**src/rtl/receptor_pedidos_serial_pkg.sv**
```systemverilog
// -----------------------------------------------------------------------------
// smart_cargo_defs
// Shared definitions for the SmartCargo serial request receiver:
//   - byte field positions (control flag, pulse bits, request slices)
//   - empty object type code
//   - receiver FSM encodings
//   - request record type and small decode helpers
// -----------------------------------------------------------------------------
package smart_cargo_defs;

    // Control byte: bit7 set, pulse request bits below
    localparam int unsigned BIT_CONTROLE   = 7;
    localparam int unsigned BIT_INICIAR    = 0;
    localparam int unsigned BIT_RESET      = 2;
    localparam int unsigned BIT_EMERGENCIA = 4;

    // Request byte slices (bit6 is don't-care)
    localparam int unsigned TIPO_MSB    = 5;
    localparam int unsigned TIPO_LSB    = 4;
    localparam int unsigned DESTINO_MSB = 3;
    localparam int unsigned DESTINO_LSB = 2;
    localparam int unsigned ORIGEM_MSB  = 1;
    localparam int unsigned ORIGEM_LSB  = 0;

    localparam logic [1:0] TIPO_VAZIO = 2'b00;

    // Width of one stored request {tipo, destino, origem}
    localparam int unsigned LARG_PEDIDO = 6;

    typedef enum logic [1:0] {
        ESPERA     = 2'b00,
        DECODIFICA = 2'b01
    } estado_t;

    typedef struct packed {
        logic [1:0] tipo;
        logic [1:0] destino;
        logic [1:0] origem;
    } pedido_t;

    function automatic pedido_t extrai_pedido(input logic [7:0] b);
        pedido_t p;
        p.tipo    = b[TIPO_MSB:TIPO_LSB];
        p.destino = b[DESTINO_MSB:DESTINO_LSB];
        p.origem  = b[ORIGEM_MSB:ORIGEM_LSB];
        return p;
    endfunction

    function automatic logic pedido_bem_formado(input pedido_t p);
        return (p.tipo != TIPO_VAZIO) && (p.origem != p.destino);
    endfunction

endpackage

```
**src/rtl/receptor_pedidos_serial_fifo.sv**
```systemverilog
// -----------------------------------------------------------------------------
// fifo_pedidos
// Small first-word-fall-through FIFO holding decoded requests.
// Ports:
//   clock, reset      rising-edge clock, async active-high reset
//   push, dado_in     write request (honoured when not full, or full with pop)
//   pop               consume head (ignored while empty)
//   dado_out          head entry, read combinationally from the read slot
//   cheia, vazia      full / empty flags
//   ocupacao          number of stored entries
// -----------------------------------------------------------------------------
module fifo_pedidos
    import smart_cargo_defs::*;
#(
    parameter int unsigned PROFUNDIDADE = 4,
    parameter int unsigned LARG_OCUP    = 3
) (
    input  logic                   clock,
    input  logic                   reset,
    input  logic                   push,
    input  logic                   pop,
    input  logic [LARG_PEDIDO-1:0] dado_in,
    output logic [LARG_PEDIDO-1:0] dado_out,
    output logic                   cheia,
    output logic                   vazia,
    output logic [LARG_OCUP-1:0]   ocupacao
);

    localparam int unsigned LARG_PTR = $clog2(PROFUNDIDADE);

    logic [LARG_PEDIDO-1:0] mem [PROFUNDIDADE];
    logic [LARG_PTR-1:0]    ptr_escrita;
    logic [LARG_PTR-1:0]    ptr_leitura;
    logic                   pop_ef;
    logic                   push_ef;

    assign vazia    = (ocupacao == '0);
    assign cheia    = (ocupacao == LARG_OCUP'(PROFUNDIDADE));
    assign dado_out = mem[ptr_leitura];

    // When full, a simultaneous pop frees the slot the write lands in
    assign pop_ef  = pop & ~vazia;
    assign push_ef = push & (~cheia | pop_ef);

    always_ff @(posedge clock or posedge reset) begin
        if (reset) begin
            ptr_escrita <= '0;
            ptr_leitura <= '0;
            ocupacao    <= '0;
            for (int unsigned i = 0; i < PROFUNDIDADE; i++) begin
                mem[i] <= '0;
            end
        end else begin
            if (push_ef) begin
                mem[ptr_escrita] <= dado_in;
                ptr_escrita      <= ptr_escrita + LARG_PTR'(1);
            end
            if (pop_ef) begin
                ptr_leitura <= ptr_leitura + LARG_PTR'(1);
            end
            case ({push_ef, pop_ef})
                2'b10:   ocupacao <= ocupacao + LARG_OCUP'(1);
                2'b01:   ocupacao <= ocupacao - LARG_OCUP'(1);
                default: ocupacao <= ocupacao;
            endcase
        end
    end

endmodule

```
**src/rtl/receptor_pedidos_serial.sv**
```systemverilog
// -----------------------------------------------------------------------------
// receptor_pedidos_serial
// Consumes bytes from the 8N1 UART receiver, turns control bytes into
// one-cycle command pulses and queues validated request bytes for the
// SmartCargo datapath.
// Optional feature macro: REJEITA_DUPLICADO_EN -- when defined, a valid
// request equal to the last pushed one is dropped silently.
// Ports:
//   clock, reset                  clock / async active-high reset
//   pronto_rx, dados_rx           UART byte ready (level) and byte
//   pedido_ack                    datapath consumed head request
//   pedido_valido                 FIFO non-empty, head fields valid
//   pedido_origem/destino/tipo    head request fields
//   iniciar/reset/emergencia_serial  one-cycle command pulses
//   erro_pedido                   one-cycle pulse on rejected request
//   fila_cheia, db_ocupacao       full flag / occupancy
//   db_estado                     FSM state encoding
// -----------------------------------------------------------------------------
module receptor_pedidos_serial
    import smart_cargo_defs::*;
#(
    parameter int unsigned PROFUNDIDADE = 4,
    parameter int unsigned LARG_OCUP    = 3
) (
    input  logic                 clock,
    input  logic                 reset,
    input  logic                 pronto_rx,
    input  logic [7:0]           dados_rx,
    input  logic                 pedido_ack,
    output logic                 pedido_valido,
    output logic [1:0]           pedido_origem,
    output logic [1:0]           pedido_destino,
    output logic [1:0]           pedido_tipo,
    output logic                 iniciar_serial,
    output logic                 reset_serial,
    output logic                 emergencia_serial,
    output logic                 erro_pedido,
    output logic                 fila_cheia,
    output logic [LARG_OCUP-1:0] db_ocupacao,
    output logic [1:0]           db_estado
);

    estado_t              estado;
    estado_t              prox_estado;
    logic                 pronto_rx_q;
    logic                 borda;
    logic [7:0]           byte_reg;

    pedido_t              pedido;
    pedido_t              cabeca;
    logic                 decodificando;
    logic                 controle;
    logic                 pedido_ok;
    logic                 duplicado;
    logic                 pop;
    logic                 cabe;
    logic                 push;
    logic                 erro_d;
    logic                 vazia;
    logic                 cheia;
    logic [LARG_OCUP-1:0] ocupacao;
    logic                 bit6_unused;

    assign borda       = pronto_rx & ~pronto_rx_q;
    assign bit6_unused = byte_reg[6];

    // ---------------- state register, edge register, byte latch -----------
    always_ff @(posedge clock or posedge reset) begin
        if (reset) begin
            estado      <= ESPERA;
            pronto_rx_q <= 1'b0;
            byte_reg    <= '0;
        end else begin
            estado      <= prox_estado;
            pronto_rx_q <= pronto_rx;
            if (estado == ESPERA && borda) begin
                byte_reg <= dados_rx;
            end
        end
    end

    // ---------------- next state and decode ---------------------------------
    always_comb begin
        prox_estado   = ESPERA;
        decodificando = 1'b0;
        case (estado)
            ESPERA: begin
                if (borda) prox_estado = DECODIFICA;
            end
            DECODIFICA: begin
                decodificando = 1'b1;
                prox_estado   = ESPERA;
            end
            default: prox_estado = ESPERA;
        endcase
    end

    assign controle  = byte_reg[BIT_CONTROLE];
    assign pedido    = extrai_pedido(byte_reg);
    assign pedido_ok = pedido_bem_formado(pedido);
    assign pop       = ~vazia & pedido_ack;
    assign cabe      = ~cheia | pop;

    // Duplicates are a silent drop, so they never raise erro_pedido even
    // when the queue has no room.
    assign push   = decodificando & ~controle & pedido_ok & ~duplicado & cabe;
    assign erro_d = decodificando & ~controle &
                    (~pedido_ok | (~duplicado & ~cabe));

`ifdef REJEITA_DUPLICADO_EN
    pedido_t ultimo;
    logic    ultimo_valido;

    always_ff @(posedge clock or posedge reset) begin
        if (reset) begin
            ultimo        <= '0;
            ultimo_valido <= 1'b0;
        end else if (push) begin
            ultimo        <= pedido;
            ultimo_valido <= 1'b1;
        end else if (pop && ocupacao == LARG_OCUP'(1)) begin
            // queue drains to empty on this edge
            ultimo_valido <= 1'b0;
        end
    end

    assign duplicado = ultimo_valido && (ultimo == pedido);
`else
    assign duplicado = 1'b0;
`endif

    // ---------------- pulse registers ---------------------------------------
    always_ff @(posedge clock or posedge reset) begin
        if (reset) begin
            iniciar_serial    <= 1'b0;
            reset_serial      <= 1'b0;
            emergencia_serial <= 1'b0;
            erro_pedido       <= 1'b0;
        end else begin
            iniciar_serial    <= decodificando & controle & byte_reg[BIT_INICIAR];
            reset_serial      <= decodificando & controle & byte_reg[BIT_RESET];
            emergencia_serial <= decodificando & controle & byte_reg[BIT_EMERGENCIA];
            erro_pedido       <= erro_d;
        end
    end

    // ---------------- request queue -----------------------------------------
    fifo_pedidos #(
        .PROFUNDIDADE (PROFUNDIDADE),
        .LARG_OCUP    (LARG_OCUP)
    ) u_fifo (
        .clock    (clock),
        .reset    (reset),
        .push     (push),
        .pop      (pop),
        .dado_in  (pedido),
        .dado_out (cabeca),
        .cheia    (cheia),
        .vazia    (vazia),
        .ocupacao (ocupacao)
    );

    assign pedido_valido  = ~vazia;
    assign pedido_origem  = cabeca.origem;
    assign pedido_destino = cabeca.destino;
    assign pedido_tipo    = cabeca.tipo;
    assign fila_cheia     = cheia;
    assign db_ocupacao    = ocupacao;
    assign db_estado      = estado;

endmodule

```
**config.mk**
```make
export PLATFORM = sky130hd
export DESIGN_NAME = receptor_pedidos_serial
export DESIGN_NICKNAME = d
export VERILOG_FILES = /design/src/rtl/receptor_pedidos_serial_pkg.sv /design/src/rtl/receptor_pedidos_serial_fifo.sv /design/src/rtl/receptor_pedidos_serial.sv
export SDC_FILE = /design/constraint.sdc
export NUM_CORES = 1
export LEC_CHECK = 0
export ABC_AREA = 1
export ABC_CLOCK_PERIOD_IN_PS = 2500
export CAP_MARGIN = 20
export CORE_MARGIN = 10
export CORE_UTILIZATION = 54
export DETAILED_ROUTE_END_ITERATION = 16
export PLACE_DENSITY_LB_ADDON = 0.25
export SLEW_MARGIN = 30
export SYNTH_ARGS = -nofsm -noshare
export SYNTH_HDL_FRONTEND = slang
export SYNTH_SLANG_ARGS = --single-unit
```
**constraint.sdc**
```tcl
create_clock -name clock -period 2.5 [get_ports clock]
set_input_delay 0.375 -clock clock [delete_from_list [all_inputs] [get_ports clock]]
set_output_delay 0.375 -clock clock [all_outputs]
set_load 0.02 [all_outputs]
```
==> flow_metrics.py <==
metrics = {
    "run_status": {
        "status": "finished, final reports clean",
    },
    "sta": {
        "hold_viol_final": 0,
        "finClkSkew_ns": 0.00320,
        "max_freq_ghz": 0.423,
        "period_share_pct": 94.5,
        "period_needed_ns": 2.36,
        "rsz0062_at_grt": "false",
        "tightest_slew_ns": 0.555,
        "maxSlewHeadroom_pct": 63.0,
        "setup_slack_ns": 0.138,
        "setup_viol": 0,
        "maxSlewViolCount": 0,
        "fin_setup_tns_ns": 0,
        "fin_hold_ws_ns": 0.448,
    },
    "global_route": {
        "grt_pass1_wl_mm": 8.11,
        "grt_max_degree": 45,
        "grt_antenna_before_repair": 0,
        "grt_pass1_vias": 1730,
        "grt-ovfl-total": 0,
        "track_usage_pct": 14.0,
    },
    "setup_path": {
        "cp-start-kind": "flip-flop",
        "r2r-start": "byte_reg[5]$_DFFE_PP0P_",
        "end_kind": "output pin",
        "worst_r2r_path_depth": 10,
        "cpMaxStageDelayCell": "clkdlybuf4s50_1",
        "critPathKind": "reg2out",
        "path_cells": "inv_2 -> o21ai_0 -> o22ai_1 -> clkdlybuf4s50_1",
        "startpoint": "u_fifo.ptr_leitura[0]$_DFFE_PP0P_",
        "path_max_fanout": 15,
        "crit_end": "pedido_tipo[1]",
        "worstPathRequired_ns": 2.12,
        "r2r-end": "u_fifo.ocupacao[2]$_DFFE_PP0P_",
        "reg2reg_slack_ns": 0.24,
        "arrival_ns": 1.99,
        "cpPeakStageDelay_ns": 0.65,
    },
    "floorplanning": {
        "ios": 29,
        "core_um2": 3940,
        "num_rows": 23,
        "die_h_um": 83.4,
        "die_area_um2": 6960,
        "die_x_um": 83.4,
        "start_util_pct": 55.1,
    },
    "clocking": {
        "htreeDepth": 2,
        "clk_path_buf_depth": 2,
        "clk_latency_ns": 0.30,
        "clk_pin_slew_worst_paths_ns": 0.08,
        "cts-root-buf": "clkbuf_8",
        "postCtsHoldBufs": 0,
        "numClockSinks": 44,
        "cts_tree": "yes",
        "cts_made_buffers": 5,
    },
    "yosys": {
        "synthFlopType": "dfrtp_1",
        "avgSynthCellArea_um2": 8.80,
        "netlist.area_leader.share_pct": 50.7,
        "ys_async_sr_fraction_pct": 100,
        "synth_warnings": 0,
        "synth_edf_count": 0,
        "syn-cell-area_um2": 2170,
        "synth.top_cells.by_count": "76 x nand2_1, 44 x dfrtp_1, 24 x nand4_1",
        "synthMostInstantiatedCell": "nand2_1",
        "synthCells": 247,
        "ys_ff_latch": 44,
        "yosysTopAreaCell": "dfrtp_1",
        "synth_nets": 265,
        "seq_area_frac_synth_pct": 50.7,
        "synthDistinctLibCells": 31,
        "synthTopCellsByArea": "dfrtp_1 51%, nand2_1 13%, nand4_1 6.9%",
    },
    "detailed_routing": {
        "drt-pass1-iter-count": 4,
        "drt_iter0_drc": 117,
        "ant_nets": 0,
        "avgViaCountPerCell": 5.49,
        "vias": 1774,
        "top_layer_used": "met4",
        "wl_per_cell_um": 14.9,
        "wl_mm": 4.81,
        "met1Wirelength_mm": 2.06,
        "post-route-drc-count": 0,
        "dr_wl_met3_um": 269,
        "wl_met2_mm": 2.41,
    },
    "layout": {
        "largest_reg_flops": 24,
        "drive_above_1_share_pct": 12.5,
        "insertedDiodeCount": 0,
        "syn_to_final_growth_pct": 19.1,
        "nNetsFinal": 291,
    },
    "placed_design": {
        "routabilityCongestion": 0.842,
        "place_hpwl_mm": 3.40,
        "io_buffers": 26,
        "place_ws_ns": 0.0973,
    },
    "flow_run": {
        "drv_cap": 0,
    },
    "hold_path": {
        "hold_depth": 1,
        "min_path_type": "reg2reg",
    },
    "power": {
        "power.total_mw": 3.06,
        "power_density_nw_per_um2": 1180,
        "ir_drop_mv": 0.486,
        "power.leakage_nw": 1.31,
    },
}
## metal layers
layer | global-route usage, % | vias to the layer above
met2 | 23.5 | 47
met3 | 4.20 | 7
met1 | 16.2 | 856
met4 | 5.48 | 0
met5 | 0 | -
li1 | - | 864
## cells by family after synthesis
kind of cell	Yosys count	share of synthesized area [%]
AO/OA/AOI/OAI	27	6.56
buffers and inverters	31	6.74
adder cells (fa/ha/maj)	6	3.80
XOR/XNOR	5	2.02
AND/OR/NAND/NOR	133	30.1
flip-flops	44	50.7
other	1	0.173
## power by group
| part | switching, mW | internal [mW] |
|---|---|---|
| registers | 0.229 | 0.946 |
| clock network | 0.237 | 0.393 |
| logic | 0.735 | 0.515 |
| total | 1.20 | 1.85 |
## cells in the final DEF, fill, tap and decap left out, types with 2 or more instances in the layout
master and n:
nor3_2 2, nor2_1 16, nand4_2 4, buf_4 5
o21ai_0 10, o22ai_1 6, nand2_2 3, nand4_1 24
xor2_1 3, dfrtp_1 43, clkbuf_8 5, nand3_1 2
clkdlybuf4s50_1 26, nand2_1 76, xnor2_1 2, bufinv_16 2
a21oi_1 2, o21ai_1 9, inv_2 7, inv_1 11
ha_1 5
## stage by stage
| step | cells | utilization [%] | instance area (um^2) |
|---|---|---|---|
| global placement | 316 | 62.4 | 2460 |
| floorplan | 247 | - | 2170 |
| global route | 323 | 65.7 | 2590 |
| finish | 323 | 65.7 | 2590 |
| detailed placement | 316 | 62.4 | 2460 |
| CTS | 323 | 65.6 | 2590 |
## worst min-delay path by stage
stage,start,to,slack [ns]
after global placement,pronto_rx_q$_DFF_PP0_,db_estado[0]$_DFF_PP0_,0.44
after detailed placement,pronto_rx_q$_DFF_PP0_,db_estado[0]$_DFF_PP0_,0.44
after CTS,pronto_rx_q$_DFF_PP0_,db_estado[0]$_DFF_PP0_,0.45
after global routing,pronto_rx_q$_DFF_PP0_,db_estado[0]$_DFF_PP0_,0.49
after floorplan,pronto_rx,pronto_rx_q$_DFF_PP0_,0.41
final,pronto_rx_q$_DFF_PP0_,db_estado[0]$_DFF_PP0_,0.45
## final cells by class
| class | count | area [um^2] |
|---|---|---|
| Fill cell | 324 | 1350 |
| Sequential cell | 44 | 1100 |
| Clock inverter | 2 | 60.1 |
| Tap cell | 50 | 62.6 |
| Clock buffer | 5 | 68.8 |
| Multi-Input combinational cell | 172 | 926 |
| Inverter | 19 | 71.3 |
| Timing Repair Buffer | 31 | 298 |
## worst max-delay path, delay by kind of cell, from the launching register on
kind | cells | cell delay, ns
AO/OA/AOI/OAI | 2 | 0.28
buffers and inverters | 2 | 0.88
flip-flops | 1 | 0.53
## repair_timing
item	CTS	global route
endpoints found under the setup margin	0	4
setup buffers	0	0
resized for setup	0	1
Power figures use the tool's default switching activity.
